$ cat config.mk
export PLATFORM = sky130hd
export DESIGN_NAME = target_load_ctrl_flat
export DESIGN_NICKNAME = d
export VERILOG_FILES = /design/src/rtl/target_load_ctrl_if.sv /design/src/rtl/target_load_ctrl.sv /design/src/flat_wrapper.sv
export SDC_FILE = /design/constraint.sdc
export NUM_CORES = 1
export LEC_CHECK = 0
export ABC_AREA = 1
export CAP_MARGIN = 20
export CORE_AREA = 2 2 218 220
export CTS_CLUSTER_SIZE = 30
export DETAILED_ROUTE_END_ITERATION = 8
export DIE_AREA = 0 0 220 222
export DONT_BUFFER_PORTS = 1
export GPL_TIMING_DRIVEN = 0
export PLACE_DENSITY = 0.82
export RECOVER_POWER = 100
export SLEW_MARGIN = 25
export SYNTH_ARGS = -nofsm -noshare
export SYNTH_HDL_FRONTEND = slang
export SYNTH_SLANG_ARGS = --single-unit
$ cat constraint.sdc
create_clock -name clk -period 2.39 [get_ports clk]
set_clock_uncertainty 0.15 [all_clocks]
set_input_delay 0.3585 -clock clk [delete_from_list [all_inputs] [get_ports clk]]
set_output_delay 0.3585 -clock clk [all_outputs]
set_load 0.05 [all_outputs]
$ cat src/rtl/target_load_ctrl_if.sv
// -----------------------------------------------------------------------------
// target_load_ctrl_if
//   Bundles the signals between target_load_ctrl and its neighbours:
//   - compact-word handshake (bits_valid / bits_ready / bits)
//   - committed-target publication (target, target_valid, target_update)
//   - status (busy, err_invalid) and an FSM state debug view (fsm_state)
//   - hash comparison channel (hash_valid / hash -> hit_valid / hit)
//
//   Handshake rule for the compact word: a transfer happens on a rising clk
//   edge where bits_valid && bits_ready are both 1. The producer keeps bits
//   stable and bits_valid asserted until that edge; bits_ready never depends
//   on bits_valid. The hash channel has no back-pressure: every cycle with
//   hash_valid=1 yields a hit_valid/hit result one cycle later.
//
//   Modports:
//     slave  - the target_load_ctrl side
//     master - the environment side (header source + hashing cores)
// -----------------------------------------------------------------------------
interface target_load_ctrl_if;
  logic         bits_valid;
  logic         bits_ready;
  logic [31:0]  bits;
  logic         busy;
  logic [255:0] target;
  logic         target_valid;
  logic         target_update;
  logic         err_invalid;
  logic         hash_valid;
  logic [255:0] hash;
  logic         hit_valid;
  logic         hit;
  // Debug view of the expansion FSM: 0=IDLE 1=LOAD 2=SHIFT 3=COMMIT
  logic [1:0]   fsm_state;

  modport slave (
    input  bits_valid,
    input  bits,
    input  hash_valid,
    input  hash,
    output bits_ready,
    output busy,
    output target,
    output target_valid,
    output target_update,
    output err_invalid,
    output hit_valid,
    output hit,
    output fsm_state
  );

  modport master (
    output bits_valid,
    output bits,
    output hash_valid,
    output hash,
    input  bits_ready,
    input  busy,
    input  target,
    input  target_valid,
    input  target_update,
    input  err_invalid,
    input  hit_valid,
    input  hit,
    input  fsm_state
  );
endinterface

$ cat src/rtl/target_load_ctrl.sv
// -----------------------------------------------------------------------------
// target_load_ctrl
//   Accepts a compact difficulty word (nBits: [31:24] exponent E,
//   [23:0] mantissa M), rejects malformed words, expands valid ones into a
//   256-bit target with a byte-shift datapath and publishes the result
//   atomically. In parallel it compares incoming hashes against the target
//   that is currently committed.
//
// Parameters:
//   SHIFT_BYTES - bytes shifted left per SHIFT cycle (1, 2 or 4)
//
// Ports:
//   clk  - system clock, rising edge
//   rst  - synchronous reset, active low (0 = reset)
//   bus  - target_load_ctrl_if.slave:
//            bits_valid/bits_ready/bits : compact-word handshake
//            busy                       : expansion in progress
//            target/target_valid        : committed target, and whether one
//                                         has been committed since reset
//            target_update              : 1-cycle pulse when target changes
//            err_invalid                : 1-cycle pulse on a rejected word
//            hash_valid/hash            : hash offered for comparison
//            hit_valid/hit              : result one cycle later, hit=hash<=target
//            fsm_state                  : FSM state debug view
//
// Expansion timing (accept on edge 0): LOAD on edge 1, then
// ceil(max(E-3,0)/SHIFT_BYTES) SHIFT edges, then the COMMIT edge writes the
// target. The working register is separate from the published target, so no
// intermediate value is ever visible on the target port.
// -----------------------------------------------------------------------------
module target_load_ctrl #(
  parameter int SHIFT_BYTES = 1
) (
  input  logic             clk,
  input  logic             rst,
  target_load_ctrl_if.slave bus
);

  // Per-cycle shift step in bytes, in the width of the byte counter.
  // Only 1, 2 and 4 are meaningful step sizes.
  localparam logic [7:0] STEP = 8'(SHIFT_BYTES);

  typedef enum logic [1:0] {
    ST_IDLE   = 2'd0,
    ST_LOAD   = 2'd1,
    ST_SHIFT  = 2'd2,
    ST_COMMIT = 2'd3
  } state_t;

  state_t       state_q,   state_d;
  logic [7:0]   e_q,       e_d;
  logic [23:0]  m_q,       m_d;
  logic [255:0] work_q,    work_d;
  logic [7:0]   cnt_q,     cnt_d;
  logic [255:0] target_q,  target_d;
  logic         tvalid_q,  tvalid_d;
  logic         update_q,  update_d;
  logic         err_q,     err_d;
  logic         hit_vld_q, hit_vld_d;
  logic         hit_q,     hit_d;

  // Word-check and datapath helpers
  logic         word_bad;
  logic [23:0]  m_small;   // mantissa right-justified for E < 3
  logic [7:0]   load_cnt;  // remaining byte shifts computed in LOAD
  logic [7:0]   step;      // bytes shifted this SHIFT cycle
  logic         accept;

  // A mantissa with its sign bit set, a zero mantissa or an exponent that
  // would push bits beyond 256 are all rejected.
  assign word_bad = bus.bits[23] || (bus.bits[23:0] == 24'd0) ||
                    (bus.bits[31:24] > 8'd32);

  // bits_ready is purely state-based so it never combinationally depends on
  // bits_valid.
  assign accept = (state_q == ST_IDLE) && bus.bits_valid;

  // ---------------------------------------------------------------------------
  // Next-state and datapath
  // ---------------------------------------------------------------------------
  always_comb begin
    state_d   = state_q;
    e_d       = e_q;
    m_d       = m_q;
    work_d    = work_q;
    cnt_d     = cnt_q;
    target_d  = target_q;
    tvalid_d  = tvalid_q;
    update_d  = 1'b0;
    err_d     = 1'b0;
    m_small   = 24'd0;
    load_cnt  = 8'd0;
    step      = 8'd0;

    // Comparator runs every cycle against the registered (committed) target,
    // so a hash that lands on the COMMIT edge still sees the old target.
    hit_vld_d = bus.hash_valid && tvalid_q;
    hit_d     = bus.hash_valid && tvalid_q && (bus.hash <= target_q);

    unique case (state_q)
      ST_IDLE: begin
        if (accept) begin
          if (word_bad) begin
            err_d = 1'b1;
          end else begin
            e_d     = bus.bits[31:24];
            m_d     = bus.bits[23:0];
            state_d = ST_LOAD;
          end
        end
      end

      ST_LOAD: begin
        if (e_q >= 8'd3) begin
          work_d   = {232'd0, m_q};
          load_cnt = e_q - 8'd3;
        end else begin
          // E < 3: the value is M shifted right by whole bytes; E = 0 drops
          // all three mantissa bytes.
          case (e_q[1:0])
            2'd2:    m_small = {8'd0,  m_q[23:8]};
            2'd1:    m_small = {16'd0, m_q[23:16]};
            default: m_small = 24'd0;
          endcase
          work_d   = {232'd0, m_small};
          load_cnt = 8'd0;
        end
        cnt_d   = load_cnt;
        state_d = (load_cnt != 8'd0) ? ST_SHIFT : ST_COMMIT;
      end

      ST_SHIFT: begin
        step    = (cnt_q < STEP) ? cnt_q : STEP;
        work_d  = work_q << {step, 3'b000};
        cnt_d   = cnt_q - step;
        if (cnt_d == 8'd0) begin
          state_d = ST_COMMIT;
        end
      end

      ST_COMMIT: begin
        target_d = work_q;
        tvalid_d = 1'b1;
        update_d = 1'b1;
        state_d  = ST_IDLE;
      end

      default: begin
        state_d = ST_IDLE;
      end
    endcase
  end

  // ---------------------------------------------------------------------------
  // State registers; reset also wipes the committed target.
  // ---------------------------------------------------------------------------
  always_ff @(posedge clk) begin
    if (!rst) begin
      state_q   <= ST_IDLE;
      e_q       <= 8'd0;
      m_q       <= 24'd0;
      work_q    <= 256'd0;
      cnt_q     <= 8'd0;
      target_q  <= 256'd0;
      tvalid_q  <= 1'b0;
      update_q  <= 1'b0;
      err_q     <= 1'b0;
      hit_vld_q <= 1'b0;
      hit_q     <= 1'b0;
    end else begin
      state_q   <= state_d;
      e_q       <= e_d;
      m_q       <= m_d;
      work_q    <= work_d;
      cnt_q     <= cnt_d;
      target_q  <= target_d;
      tvalid_q  <= tvalid_d;
      update_q  <= update_d;
      err_q     <= err_d;
      hit_vld_q <= hit_vld_d;
      hit_q     <= hit_d;
    end
  end

  // ---------------------------------------------------------------------------
  // Outputs
  // ---------------------------------------------------------------------------
  assign bus.bits_ready    = (state_q == ST_IDLE);
  assign bus.busy          = (state_q != ST_IDLE);
  assign bus.target        = target_q;
  assign bus.target_valid  = tvalid_q;
  assign bus.target_update = update_q;
  assign bus.err_invalid   = err_q;
  assign bus.hit_valid     = hit_vld_q;
  assign bus.hit           = hit_q;
  assign bus.fsm_state     = state_q;

endmodule

$ cat src/flat_wrapper.sv
// flat-port wrapper written by rule: the top's interface ports become plain ports
module target_load_ctrl_flat 
#(
  parameter int SHIFT_BYTES = 1
)
  (clk, rst, bus_bits_valid, bus_bits, bus_hash_valid, bus_hash, bus_bits_ready, bus_busy, bus_target, bus_target_valid, bus_target_update, bus_err_invalid, bus_hit_valid, bus_hit, bus_fsm_state);
  target_load_ctrl_if bus_i ();
  input  logic clk;
  input  logic rst;
  input wire logic [$bits(bus_i.bits_valid)-1:0] bus_bits_valid;
  input wire logic [$bits(bus_i.bits)-1:0] bus_bits;
  input wire logic [$bits(bus_i.hash_valid)-1:0] bus_hash_valid;
  input wire logic [$bits(bus_i.hash)-1:0] bus_hash;
  output wire logic [$bits(bus_i.bits_ready)-1:0] bus_bits_ready;
  output wire logic [$bits(bus_i.busy)-1:0] bus_busy;
  output wire logic [$bits(bus_i.target)-1:0] bus_target;
  output wire logic [$bits(bus_i.target_valid)-1:0] bus_target_valid;
  output wire logic [$bits(bus_i.target_update)-1:0] bus_target_update;
  output wire logic [$bits(bus_i.err_invalid)-1:0] bus_err_invalid;
  output wire logic [$bits(bus_i.hit_valid)-1:0] bus_hit_valid;
  output wire logic [$bits(bus_i.hit)-1:0] bus_hit;
  output wire logic [$bits(bus_i.fsm_state)-1:0] bus_fsm_state;
  assign bus_i.bits_valid = bus_bits_valid;
  assign bus_i.bits = bus_bits;
  assign bus_i.hash_valid = bus_hash_valid;
  assign bus_i.hash = bus_hash;
  assign bus_bits_ready = bus_i.bits_ready;
  assign bus_busy = bus_i.busy;
  assign bus_target = bus_i.target;
  assign bus_target_valid = bus_i.target_valid;
  assign bus_target_update = bus_i.target_update;
  assign bus_err_invalid = bus_i.err_invalid;
  assign bus_hit_valid = bus_i.hit_valid;
  assign bus_hit = bus_i.hit;
  assign bus_fsm_state = bus_i.fsm_state;
  target_load_ctrl #(.SHIFT_BYTES(SHIFT_BYTES)) u_core (.clk(clk), .rst(rst), .bus(bus_i));
endmodule
==> reports/metrics.csv <==
metric,value,unit
VDD IR max,0.000649,V
Worst Path Required,2.78,ns
leak pwr,11.3,nW
max_slew headroom,31.6,%
Vias/cell,5.77,
Post-DP HPWL,61.6,mm
Die X,220,microns
RR Startpoint,u_core.bus.target[184]$_SDFFE_PN0P_,
wire per inst,20.0,microns
fillcell total,3753,
IO buf count,0,
worst min path class,in -> reg,
largest net degree at the start of global routing,15,
Post-Syn Nets,4029,
fin worst setup slack,-0.268,ns
Clock Pin Slew Worst Setup and Hold Paths,0.07,ns
P_sw,7.06,mW
Pwr Total,23.4,mW
r2r setup slk,-0.27,ns
Post-route DRC,0,
layout cell share with drive strength beyond 1,13.2,%
delay of the slowest critical-path stage,0.45,ns
Place WS,-1.03,ns
final wirelength,84.8,mm
Final GP Congestion,0.969,
final worst path period share,111,%
Antenna Nets Post-Route,0,
vias in the first global route,23209,
critical path launch point type,register,
sw frac,30.1,%
unrepaired setup endpoints after global routing,true,
final-report setup violation count,1,
Synth Register Bits,559,
Combinational Power Share,17.6,%
Worst R2R Path Depth,10,
synthesized cell area,26200,sq um
cell mode on critical path,nor3_4,
Total Routing Usage GR,32.7,%
die area,48800,sq um
final-report hold violation count,0,
worst-path fanout max,2,
hold path endpoint,u_core.bus.fsm_state[1]$_SDFFE_PN0P_,
Peak Freq,0.376,GHz
core area,46300,sq um
Pwr Density,773,nW/um^2
Inserted Clock Buffers,56,
Slowest cell on crit path,dfxtp_4,
Clock Sink Count,559,
violated checks,setup timing,
Slew @ Worst Pin,1.03,ns
CP Capture Type,register,
Clock Tree Buf Depth,3,
Max-Cap Viols,0,
Initial Util,56.6,%
starting DRC count in detailed routing,2113,
Congestion Overflow GR,0,
first-pass GRT wire length,126,mm
DR pass1 iterations,6,
WHS Path Cells,7,
register area share after synthesis,42.7,%
hold_sp,bus_bits[29],
P_int,16.4,mW
final period demand of the worst path,2.66,ns
initial antenna violation count,8,
final max-slew violation count,0,
root buffer cell,clkbuf_16,
YS warnings,0,
Skew-Pair Late Insertion Delay,0.62,ns
I/O Pins,557,
fin nets,4140,
CTS tree,yes,
Syn-to-layout area delta,15.7,%
cell breakdown of the critical path,"inv_1, ha_1, nand2_1, nor3_4, inv_2, nor3_4, nand4_1, nor2_2, nand3_1, a21oi_2",
crit path DAT,3.05,ns
CTS HTree Levels,2,
Rows,79,
synthesized instance count,3473,
setup tns final,-0.268,ns
worst setup path class,reg -> reg,
post-synth cell types,37,
clock power share,39.0,%
total vias in the final route,24470,
die height,222,microns
worst r2r dst,u_core.bus.hit$_SDFF_PN0_,
sequential power share,43.4,%
status,"complete, but fails checks",
Syn Area/Cell,7.54,sq um
cells by family after synthesis:
kind of cell / after synthesis / synth area share [%]
adder cells (fa/ha/maj): 264 / 12.6
flip-flops: 559 / 42.7
XOR/XNOR: 4 / 0.134
AO/OA/AOI/OAI: 1040 / 20.4
AND/OR/NAND/NOR: 1054 / 15.8
buffers and inverters: 552 / 8.36
flip-flops by register name (all words and copies together) (netlist names):
| signal | flops |
|---|---|
| u_core.bus.fsm_state | 2 |
| u_core.bus.target_update | 1 |
| u_core.bus.target | 256 |
| u_core.work_q | 256 |
| u_core.bus.hit | 1 |
| u_core.bus.target_valid | 1 |
| u_core.cnt_q | 8 |
| u_core.m_q | 24 |
| u_core.bus.err_invalid | 1 |
| u_core.bus.hit_valid | 1 |
| u_core.e_q | 8 |
layout make-up:
class                           instances  area [sq um]  area share [%]
Antenna cell                           10          25.0          0.0826
Buffer                                183           880            2.90
Clock buffer                           84          1620            5.34
Clock inverter                         11           249           0.822
Inverter                              367          1400            4.63
Multi-Input combinational cell       2362         13200            43.6
Sequential cell                       559         11700            38.5
Tap cell                              607           759            2.51
Timing Repair Buffer                   55           497            1.64
stage by stage:
stage               cells  hold slack [ns]  cell area, sq um  util [%]
finish               4238            0.160             30300      65.5
global route         4236            0.214             30300      65.5
CTS                  4221            0.160             29800      64.3
detailed placement   4080            0.301             27000      58.3
global placement     4080            0.296             27000      58.3
floorplan            3473            0.286             26200         -
per-layer routing:
metal	track usage [%]	share of wire (%)	up-vias
li1	-	-	11698
met1	39.4	39	11295
met2	53.0	46	1204
met3	8.85	9.6	271
met4	17.1	5.7	2
met5	0	0.014	-
Yosys cell counts, drive strengths merged:
| cell type | n | area [sq um] |
|---|---|---|
| dfxtp | 559 | 11200 |
| a21o | 7 | 52.6 |
| clkinv | 2 | 8.75 |
| nand3 | 29 | 150 |
| clkbuf | 121 | 454 |
| a21boi | 2 | 18.8 |
| a22oi | 3 | 22.5 |
| a211oi | 8 | 60.1 |
| o21a | 10 | 75.1 |
| o221ai | 11 | 96.3 |
| nor2 | 170 | 658 |
| nand4 | 20 | 125 |
| xor2 | 4 | 35.0 |
| o21bai | 3 | 22.5 |
| a31oi | 9 | 56.3 |
| ha | 264 | 3300 |
| inv | 365 | 1370 |
| buf | 64 | 358 |
| nor3 | 17 | 90.1 |
| nor4 | 4 | 25.0 |
| nand2 | 814 | 3080 |
| a21oi | 652 | 3260 |
| o21ai | 334 | 1680 |
| o22ai | 1 | 6.26 |
cell usage in the layout, fill, tap and decap left out, types with 11 or more instances in the layout:
cell type,count
clkbuf_16,57
dfxtp_1,340
dfxtp_2,136
nand3_1,23
ha_1,251
nor2_2,14
o221ai_1,11
nor2_1,152
o21ai_0,328
buf_4,43
nand4_1,20
inv_2,15
dfxtp_4,83
a21oi_1,644
dlygate4sd3_1,32
ha_4,12
clkbuf_1,129
clkbuf_4,15
nor3_1,11
inv_1,341
buf_2,15
nand2_1,799
critical path: cells and delay by family (launching register included):
family                     cells  cell delay (ns)
and+or+nand+nor                6             1.29
buffers and inverters          2             0.20
adders and majority gates      1             0.34
AOI/OAI and AO/OA              1             0.15
DFF                            1             0.45
how the worst max path moves through the flow:
stage | end | startpoint | slack (ns)
3_5_place_dp | u_core.bus.hit$_SDFF_PN0_ | u_core.bus.target[191]$_SDFFE_PN0P_ | -1.03
3_3_place_gp | u_core.bus.hit$_SDFF_PN0_ | u_core.bus.target[191]$_SDFFE_PN0P_ | -1.02
4_1_cts | u_core.bus.hit$_SDFF_PN0_ | u_core.bus.target[191]$_SDFFE_PN0P_ | -0.14
6_report | u_core.bus.hit$_SDFF_PN0_ | u_core.bus.target[184]$_SDFFE_PN0P_ | -0.27
2_1_floorplan | u_core.work_q[131]$_SDFFE_PN0P_ | u_core.bus.fsm_state[1]$_SDFFE_PN0P_ | 0.02
5_1_grt | u_core.bus.hit$_SDFF_PN0_ | u_core.bus.target[191]$_SDFFE_PN0P_ | -0.29
power groups by stage:
stage	clock, mW	combinational [mW]	sequential, mW
final	9.15	4.12	10.2
after global placement	0	3.65	10.4
after global routing	9.56	4.58	10.2
after floorplan	0	2.82	10.3
after detailed placement	0	3.70	10.4
after CTS	9.17	3.86	10.2
timing repair:
item                                    CTS  global route
gates resized for setup                 254           178
setup buffers                            15            10
pin swaps                                 8            24
hold endpoints to repair                 34             0
endpoints found under the setup margin  546           320
cloned                                    0             0
hold buffers                             32             0
Note: power is estimated with default switching activity, not from simulation.
